### config.mk
export PLATFORM = sky130hd
export DESIGN_NAME = decode_stage
export DESIGN_NICKNAME = d
export VERILOG_FILES = /design/src/rtl/decode_pkg.sv /design/src/rtl/skid_buf.sv /design/src/rtl/decode_stage.sv
export SDC_FILE = /design/constraint.sdc
export NUM_CORES = 1
export LEC_CHECK = 0
export BUFFER_PORTS_ARGS = -buffer_cell sky130_fd_sc_hd__buf_2
export CAP_MARGIN = 20
export CORE_MARGIN = 3
export CORE_UTILIZATION = 55
export DETAILED_ROUTE_END_ITERATION = 12
export HOLD_SLACK_MARGIN = 0.12
export PLACE_DENSITY_LB_ADDON = 0.08
export REMOVE_ABC_BUFFERS = 1
export SLEW_MARGIN = 20
export SYNTH_ARGS = -nofsm -noshare
export SYNTH_HDL_FRONTEND = slang
export SYNTH_HIERARCHICAL = 1
export SYNTH_SLANG_ARGS = --single-unit
### constraint.sdc
create_clock -name clk -period 5.4 [get_ports clk]
set_clock_uncertainty 0.15 [all_clocks]
set_input_delay 1.08 -clock clk [delete_from_list [all_inputs] [get_ports clk]]
set_output_delay 1.08 -clock clk [all_outputs]
set_load 0.01 [all_outputs]
### src/rtl/decode_pkg.sv
// ============================================================================
// Module   : decode_pkg
// Brief    : Instruction field positions, opcode set and illegal-opcode base.
// Revision : 1.0
// ============================================================================
`default_nettype none

package decode_pkg;

    localparam int INSTR_W = 32;
    localparam int OPC_W   = 6;
    localparam int REG_W   = 4;

    localparam int OPC_MSB = 31;
    localparam int OPC_LSB = 26;
    localparam int RD_MSB  = 25;
    localparam int RD_LSB  = 22;
    localparam int RS_MSB  = 21;
    localparam int RS_LSB  = 18;
    localparam int IMM_MSB = 17;
    localparam int IMM_LSB = 0;

    // Opcodes from this value upward are reserved.
    localparam logic [OPC_W-1:0] ILLEGAL_BASE = 6'h30;

    typedef enum logic [OPC_W-1:0] {
        OP_NOP   = 6'h00,
        OP_ADD   = 6'h01,
        OP_SUB   = 6'h02,
        OP_AND   = 6'h03,
        OP_OR    = 6'h04,
        OP_ADDI  = 6'h05,
        OP_LD    = 6'h10,
        OP_ST    = 6'h11,
        OP_BEQ   = 6'h18,
        OP_JMP   = 6'h19,
        OP_ADDIU = 6'h21,
        OP_ORIU  = 6'h24
    } opcode_e;

    function automatic logic isIllegal(input logic [OPC_W-1:0] opc);
        return (opc >= ILLEGAL_BASE);
    endfunction

endpackage

`default_nettype wire

### src/rtl/skid_buf.sv
// ============================================================================
// Module   : skid_buf
// Brief    : Two-entry skid buffer, valid/ready on both sides, registered ready.
// Revision : 1.0
// ============================================================================
`default_nettype none

module skid_buf #(
    parameter int DATA_W = 32
) (
    input  logic              clk,
    input  logic              rst_n,
    input  logic              flush,
    input  logic              in_valid,
    output logic              in_ready,
    input  logic [DATA_W-1:0] in_data,
    output logic              out_valid,
    input  logic              out_ready,
    output logic [DATA_W-1:0] out_data
);

    localparam logic [1:0] S_EMPTY = 2'd0;
    localparam logic [1:0] S_ONE   = 2'd1;
    localparam logic [1:0] S_FULL  = 2'd2;

    logic [1:0]        r_state;
    logic [1:0]        w_nextState;
    logic              r_inReady;
    logic [DATA_W-1:0] r_head;
    logic [DATA_W-1:0] r_skid;
    logic              w_push;
    logic              w_pop;

    assign w_push = in_valid & r_inReady;
    assign w_pop  = out_valid & out_ready;

    // Ready is derived from the next state so it never depends on out_ready combinationally.
    always_ff @(posedge clk or negedge rst_n) begin
        if (!rst_n) begin
            r_state   <= S_EMPTY;
            r_inReady <= 1'b0;
        end else begin
            r_state   <= w_nextState;
            r_inReady <= (w_nextState != S_FULL);
        end
    end

    always_comb begin
        w_nextState = r_state;
        if (flush) begin
            w_nextState = S_EMPTY;
        end else begin
            case (r_state)
                S_EMPTY: if (w_push) w_nextState = S_ONE;
                S_ONE: begin
                    if (w_push && !w_pop)      w_nextState = S_FULL;
                    else if (w_pop && !w_push) w_nextState = S_EMPTY;
                end
                S_FULL:  if (w_pop) w_nextState = S_ONE;
                default: w_nextState = S_EMPTY;
            endcase
        end
    end

    always_comb begin
        out_valid = (r_state != S_EMPTY);
        in_ready  = r_inReady;
        out_data  = r_head;
    end

    // Head keeps its last value whenever nothing new replaces it (including flush).
    always_ff @(posedge clk or negedge rst_n) begin
        if (!rst_n) begin
            r_head <= '0;
            r_skid <= '0;
        end else if (!flush) begin
            case (r_state)
                S_EMPTY: if (w_push) r_head <= in_data;
                S_ONE: begin
                    if (w_push && w_pop) r_head <= in_data;
                    else if (w_push)     r_skid <= in_data;
                end
                S_FULL:  if (w_pop) r_head <= r_skid;
                default: ;
            endcase
        end
    end

endmodule

`default_nettype wire

### src/rtl/decode_stage.sv
// ============================================================================
// Module   : decode_stage
// Brief    : Buffered instruction decode with retired counter.
//            Optional illegal-opcode flag enabled by DECODE_ILLEGAL_CHECK_EN.
// Revision : 1.0
// ============================================================================
`default_nettype none

module decode_stage
    import decode_pkg::*;
#(
    parameter int IMM_W = 18,
    parameter int CNT_W = 16
) (
    input  logic             clk,
    input  logic             rst_n,
    input  logic             flush,
    input  logic             in_valid,
    output logic             in_ready,
    input  logic [31:0]      instr_in,
    output logic             out_valid,
    input  logic             out_ready,
    output logic [5:0]       opcode,
    output logic [3:0]       rd,
    output logic [3:0]       rs,
    output logic [IMM_W-1:0] imm,
    output logic             u,
    output logic             illegal,
    output logic [CNT_W-1:0] retired
);

`ifdef DECODE_ILLEGAL_CHECK_EN
    localparam int ENTRY_W = INSTR_W + 1;
`else
    localparam int ENTRY_W = INSTR_W;
`endif

    logic [ENTRY_W-1:0] w_entryIn;
    logic [ENTRY_W-1:0] w_entryOut;
    logic [INSTR_W-1:0] w_word;
    logic               w_outValid;
    logic [CNT_W-1:0]   r_retired;

    // The illegal flag travels with its instruction rather than being decoded at the output.
`ifdef DECODE_ILLEGAL_CHECK_EN
    assign w_entryIn = {isIllegal(instr_in[OPC_MSB:OPC_LSB]), instr_in};
    assign illegal   = w_entryOut[INSTR_W];
`else
    assign w_entryIn = instr_in;
    assign illegal   = 1'b0;
`endif

    skid_buf #(
        .DATA_W (ENTRY_W)
    ) u_skidBuf (
        .clk       (clk),
        .rst_n     (rst_n),
        .flush     (flush),
        .in_valid  (in_valid),
        .in_ready  (in_ready),
        .in_data   (w_entryIn),
        .out_valid (w_outValid),
        .out_ready (out_ready),
        .out_data  (w_entryOut)
    );

    assign w_word    = w_entryOut[INSTR_W-1:0];
    assign out_valid = w_outValid;
    assign opcode    = w_word[OPC_MSB:OPC_LSB];
    assign rd        = w_word[RD_MSB:RD_LSB];
    assign rs        = w_word[RS_MSB:RS_LSB];
    assign imm       = IMM_W'(w_word[IMM_MSB:IMM_LSB]);
    assign u         = w_word[OPC_MSB];

    // Counts every output handshake, including one coinciding with flush.
    always_ff @(posedge clk or negedge rst_n) begin
        if (!rst_n) begin
            r_retired <= '0;
        end else if (w_outValid && out_ready) begin
            r_retired <= r_retired + CNT_W'(1);
        end
    end

    assign retired = r_retired;

endmodule

`default_nettype wire

==> reports/summary.txt, run 1 <==
H-tree levels: 3
hold depth: 1
fin util: 67.2%
Hold/Removal Path Class: flip-flop to flip-flop
Hold Path End: retired[15]
Final Hold Violating Endpoints: 0
Yosys reg bits: 83
HPWL Detailed: 4.43 mm
Setup crit start: in_valid
layout cells sized above 1: 38.9%
clk slew on worst S/H paths: 0.08 ns
starting density of the core: 57.7%
Cell Area, Synth: 3750 um2
Clk pwr share: 26.9%
synthesis-to-finish area growth: 16.3%
Worst Setup End Kind: flip-flop
initial antenna violation count: 0
warnings from Yosys: 6
Non-Filler Instances: 450
Static Leak: 0.00235 uW
Horiz. Die Dim: 88.6 um
DR pass1 iterations: 4
distinct cell type count after synthesis: 39
Setup Crit Path Kind: input pin to flip-flop
ANT cells: 0
DR vias: 2,376
global-route wire length before repair: 10.9 mm
register share of total power: 51.4%
Die Y-Extent: 88.6 um
crit path time final: 2.62 ns
status: completed
Peak VDD IR: 194 uV
WP buf/inv: 1
total setup buffers inserted after CTS: 0
1st-iter DRT viols: 100
reg-to-reg startpoint: u_skidBuf/r_state[1]
# fillers: 504
reg2reg setup slack: 3.08 ns
Setup TNS: 0 ns
CP startpoint kind: input pin
Psw: 465 uW
period utilization: 48.6%
All-Layer GR Usage: 18.1%
DR vias/cell: 5.28
Worst Path Arrival: 2.69 ns
worst slew pin tran: 1.11 ns
post-CTS resize count: 0
post-route ant nets: 0
GPL Wtd Cong: 0.718
pin count of the biggest net entering global routing: 84
Post-Syn Instances: 287
critical path, cell by cell: buf_2 -> nand4b_1 -> or3_2 -> mux2_1
routed len/inst: 15.3 um
number of global-route vias before repair: 2,226
Final Power: 1670 uW
internal power: 1200 uW
Worst-Skew Late Latency: 0.33 ns
hold_buf cts: 0
Sw Ratio: 27.9%
Avg Cell Area, Syn: 13.1 um2
max cap viols: 0
DRC viols: 0
Placeable Area: 6490 um2
worst r2r path cells: 3
Crit path max-delay family: simple AND/OR/NAND/NOR gates
CTS tree: yes
num ports: 89
Hold Startpoint: retired[15]
relative slew slack: 26.3%
grt total ovfl: 0
crit-path max FO: 32
placed cell count: 435
RSZ-0062 raised after global routing: false
NumNets Final: 407
Slew Viols, Final: 0
fmax: 381 MHz
number of port buffers: 87
WL final: 6.88 mm
post-synthesis sequential area ratio: 55.4%
reg-to-reg critical path endpoint: u_skidBuf/r_skid[0]
Comb power frac: 21.7%
clk buf depth: 2
Inserted Clock Buffers: 9
total die area: 7840 um2
PwrDens: 382 nW/um2
Max stage delay on crit path: 0.88 ns
final setup vio count: 0
Slowest-stage cell, CP: or3_2
clk root buf: clkbuf_8
Critical Path RT: 5.47 ns
Row Count: 29
Clock Sinks: 83
-- cell families after synthesis --
logic type,after synthesis,synth area share (%)
other,1,0.100
AND/OR/NAND/NOR,67,9.71
multiplexers,65,21.5
flip-flops,83,55.4
buffers and inverters,19,4.10
AO/OA/AOI/OAI,36,5.21
XOR/XNOR,15,3.70
adder cells (fa/ha/maj),1,0.334
-- cells in the mapped netlist (all sizes together) --
cell / n / area share (%)
nor2: 36 / 3.6
mux2: 33 / 13
and3: 4 / 0.93
nand4bb: 1 / 0.30
xnor2: 9 / 2.1
clkbuf: 4 / 0.67
nand3b: 2 / 0.40
nand2b: 1 / 0.17
nor4: 1 / 0.33
nand2: 5 / 0.50
inv: 2 / 0.20
nand3: 4 / 0.53
and2: 1 / 0.20
a21o: 1 / 0.20
nand4: 6 / 1.4
a31oi: 2 / 0.50
ha: 1 / 0.33
mux2i: 32 / 8.5
nand4b: 2 / 0.47
or2: 1 / 0.17
conb: 1 / 0.10
a211o: 1 / 0.23
and4: 2 / 0.53
dfrtp: 83 / 55
xor2: 6 / 1.6
buf: 13 / 3.2
or3: 1 / 0.17
a21oi: 32 / 4.3
-- per-stage QoR --
step                cell area, um2  setup WS [ns]  hold slack [ns]
floorplan                     3600           2.23            0.314
global placement              4160           2.46            0.302
detailed placement            4160           2.42            0.303
CTS                           4360           2.78            0.319
global route                  4360           2.71            0.347
finish                        4360           2.78            0.312
-- final cells by class --
cell class              instances  area [um2]  area share, %
clock buffers                  11         151           3.47
clock inverters                 4        50.0           1.15
inverters                       2        7.51          0.172
multi-input cells             185        1530           35.1
flip-flops and latches         83        2080           47.6
well taps                      77        96.3           2.21
repair buffers                 88         449           10.3
-- flip-flops by register name, summed over array words and instances (netlist names) --
name,flops
u_skidBuf/in_ready,1
u_skidBuf/r_state,2
u_skidBuf/r_skid,32
retired,16
u_skidBuf/out_data,32
-- worst max path at each step --
stage / cells after the start / slack, ns / to
3_3_place_gp: 4 / 2.46 / u_skidBuf/r_skid[31]
5_1_grt: 4 / 2.71 / u_skidBuf/r_skid[0]
4_1_cts: 4 / 2.78 / u_skidBuf/r_skid[0]
3_5_place_dp: 4 / 2.42 / u_skidBuf/r_skid[0]
2_1_floorplan: 3 / 2.23 / u_skidBuf/out_data[0]
6_report: 4 / 2.78 / u_skidBuf/r_skid[0]
-- power by group through the flow --
| stage | clock network [uW] | registers [uW] | logic, uW |
|---|---|---|---|
| 5_1_grt | 484 | 876 | 401 |
| 3_3_place_gp | 0 | 862 | 355 |
| 4_1_cts | 461 | 856 | 367 |
| 3_5_place_dp | 0 | 864 | 368 |
| 6_report | 448 | 857 | 361 |
| 2_1_floorplan | 0 | 881 | 203 |
-- layout by cell type, fill, tap and decap left out, types with 4 or more instances in the layout --
cell type,instances
a21oi_1,32
buf_2,86
clkbuf_8,11
dfrtp_1,83
mux2_4,30
mux2i_1,32
nand2_1,5
nand3_1,4
nand4_1,5
nor2_1,36
xnor2_1,9
xor2_1,5
-- layer usage --
layer / track usage [%] / vias to the layer above / wire (um)
li1: - / 1155 / -
met1: 26.7 / 1154 / 3380
met2: 26.0 / 58 / 3050
met3: 4.00 / 9 / 351
met4: 7.83 / 0 / 93
met5: 0 / - / 0
Note: power is estimated with default switching activity, not from simulation.
==> run 2: changes to the inputs <==
--- a/config.mk
+++ b/config.mk
@@ -8,7 +8,7 @@
 export BUFFER_PORTS_ARGS = -buffer_cell sky130_fd_sc_hd__buf_2
 export CAP_MARGIN = 20
 export CORE_MARGIN = 3
-export CORE_UTILIZATION = 55
+export CORE_UTILIZATION = 53
 export DETAILED_ROUTE_END_ITERATION = 12
 export HOLD_SLACK_MARGIN = 0.12
 export PLACE_DENSITY_LB_ADDON = 0.08
==> constraint.sdc (replaced) <==
create_clock -name clk -period 2.6 [get_ports clk]
set_clock_uncertainty 0.15 [all_clocks]
set_input_delay 0.52 -clock clk [delete_from_list [all_inputs] [get_ports clk]]
set_output_delay 0.52 -clock clk [all_outputs]
set_load 0.01 [all_outputs]
==> reports/summary.txt, run 2 (synthesis results as in run 1) <==
worst slack, placed: 0.428 ns
Peak VDD IR: 376 uV
status: completed
routed len/inst: 14.6 um
DR vias: 2,408
relative slew slack: 61.1%
clk slew on worst S/H paths: 0.08 ns
Die Y-Extent: 90.1 um
Row Count: 30
max cap viols: 0
synthesis-to-finish area growth: 19.5%
DRC viols: 0
RSZ-0062 raised after global routing: false
1st-iter DRT viols: 78
Static Leak: 0.00240 uW
period utilization: 78.8%
Critical Path RT: 2.68 ns
H-tree levels: 3
internal power: 2650 uW
most frequent cells in the layout: buf_2 (86), dfrtp_1 (83), nor2_1 (36)
post-route ant nets: 0
Final Hold Violating Endpoints: 0
Clk pwr share: 30.2%
PwrDens: 810 nW/um2
Comb power frac: 20.9%
clk buf depth: 2
starting density of the core: 54.9%
worst slew pin tran: 0.584 ns
crit path time final: 2.05 ns
number of global-route vias before repair: 2,376
Slew Viols, Final: 0
crit-path max FO: 32
fmax: 488 MHz
Horiz. Die Dim: 90.1 um
num ports: 89
ANT cells: 0
GPL Wtd Cong: 0.737
All-Layer GR Usage: 18.0%
Clock Sinks: 83
Sw Ratio: 27.0%
Hold/Removal Path Class: input pin to flip-flop
global-route wire length before repair: 11.7 mm
final setup vio count: 0
setup ws final: 0.550 ns
hold slack: 0.241 ns
Setup Crit Path Kind: flip-flop to flip-flop
pin count of the biggest net entering global routing: 59
HPWL Detailed: 4.59 mm
worst r2r path cells: 4
Psw: 981 uW
DR pass1 iterations: 4
Worst Setup End Kind: flip-flop
total die area: 8120 um2
Placeable Area: 6830 um2
Inserted Clock Buffers: 9
NumNets Final: 411
number of port buffers: 87
DR vias/cell: 5.08
hold depth: 2
layout cells sized above 1: 39.4%
Worst-Skew Late Latency: 0.35 ns
CTS tree: yes
commonest non-fill, non-tap cell in the layout: buf_2
CP startpoint kind: flip-flop
grt total ovfl: 0
Worst Path Arrival: 2.13 ns
initial antenna violation count: 0
register share of total power: 48.9%
WL final: 6.92 mm
clk root buf: clkbuf_8
[run 2: cell types whose count changed in the layout (fill, tap and decap cells not counted)]
cell and delta:
bufinv_16 +2, buf_12 +2, buf_6 -1, dlygate4sd3_1 +1
clkinvlp_4 -1, clkinv_4 +1, clkinv_2 +1, clkbuf_8 -2
buf_4 +2
[run 2: through the flow]
stage / instances / area [um2] / power, uW / setup TNS, ns / util [%]
2_1_floorplan: 270 / 3600 / 2250 / -0.314 / -
3_3_place_gp: 457 / 4230 / 2540 / 0 / 61.9
3_5_place_dp: 457 / 4230 / 2560 / 0 / 61.9
4_1_cts: 474 / 4480 / 3680 / 0 / 65.6
5_1_grt: 474 / 4480 / 3840 / 0 / 65.6
6_report: 474 / 4480 / 3630 / 0 / 65.6
[run 2: area by class of cell]
type                            count  area [um2]
Tap cell                           96         120
Fill cell                         547        2350
Sequential cell                    83        2080
Timing Repair Buffer               92         503
Multi-Input combinational cell    185        1530
Clock buffer                        9         124
Clock inverter                      7         116
Inverter                            2        7.51
[run 2: timing repair]
action                                 in CTS  in global routing
setup buffers                               0                  0
hold buffers                                1                  0
gates resized for setup                     0                  0
endpoints found under the hold margin      27                  0
[run 2: per-layer routing]
layer	wire length (um)	track usage, %	up-vias	part of all wire, %
li1	-	-	1165	-
met1	3320	25.2	1173	48
met2	3130	26.8	62	45
met3	391	5.19	8	5.7
met4	76	6.51	0	1.1
met5	0	0	-	0
[run 2: critical path: stages, from the launching register on]
cell,delay [ns]
dfrtp_1,0.45
nand4b_1,0.21
or3_2,0.41
buf_4,0.32
mux2_1,0.38
[run 2: worst paths after layout]
kind / from / end / slack [ns]
hold / removal: flush / u_skidBuf/r_state[0] / 0.24
min in group asynchronous: rst_n / retired[12] / 0.48
max in group asynchronous: rst_n / retired[0] / 1.19
hold reg to reg: retired[15] / retired[15] / 0.32
setup / recovery: u_skidBuf/r_state[1] / u_skidBuf/r_skid[0] / 0.55
setup reg to reg: u_skidBuf/r_state[1] / u_skidBuf/r_skid[0] / 0.55
[run 2: power by group through the flow]
stage	clock network, uW	logic (uW)	registers, uW
after detailed placement	0	772	1790
final	1100	760	1770
after global routing	1190	833	1820
after global placement	0	747	1790
after floorplan	0	421	1830
after CTS	1130	773	1770
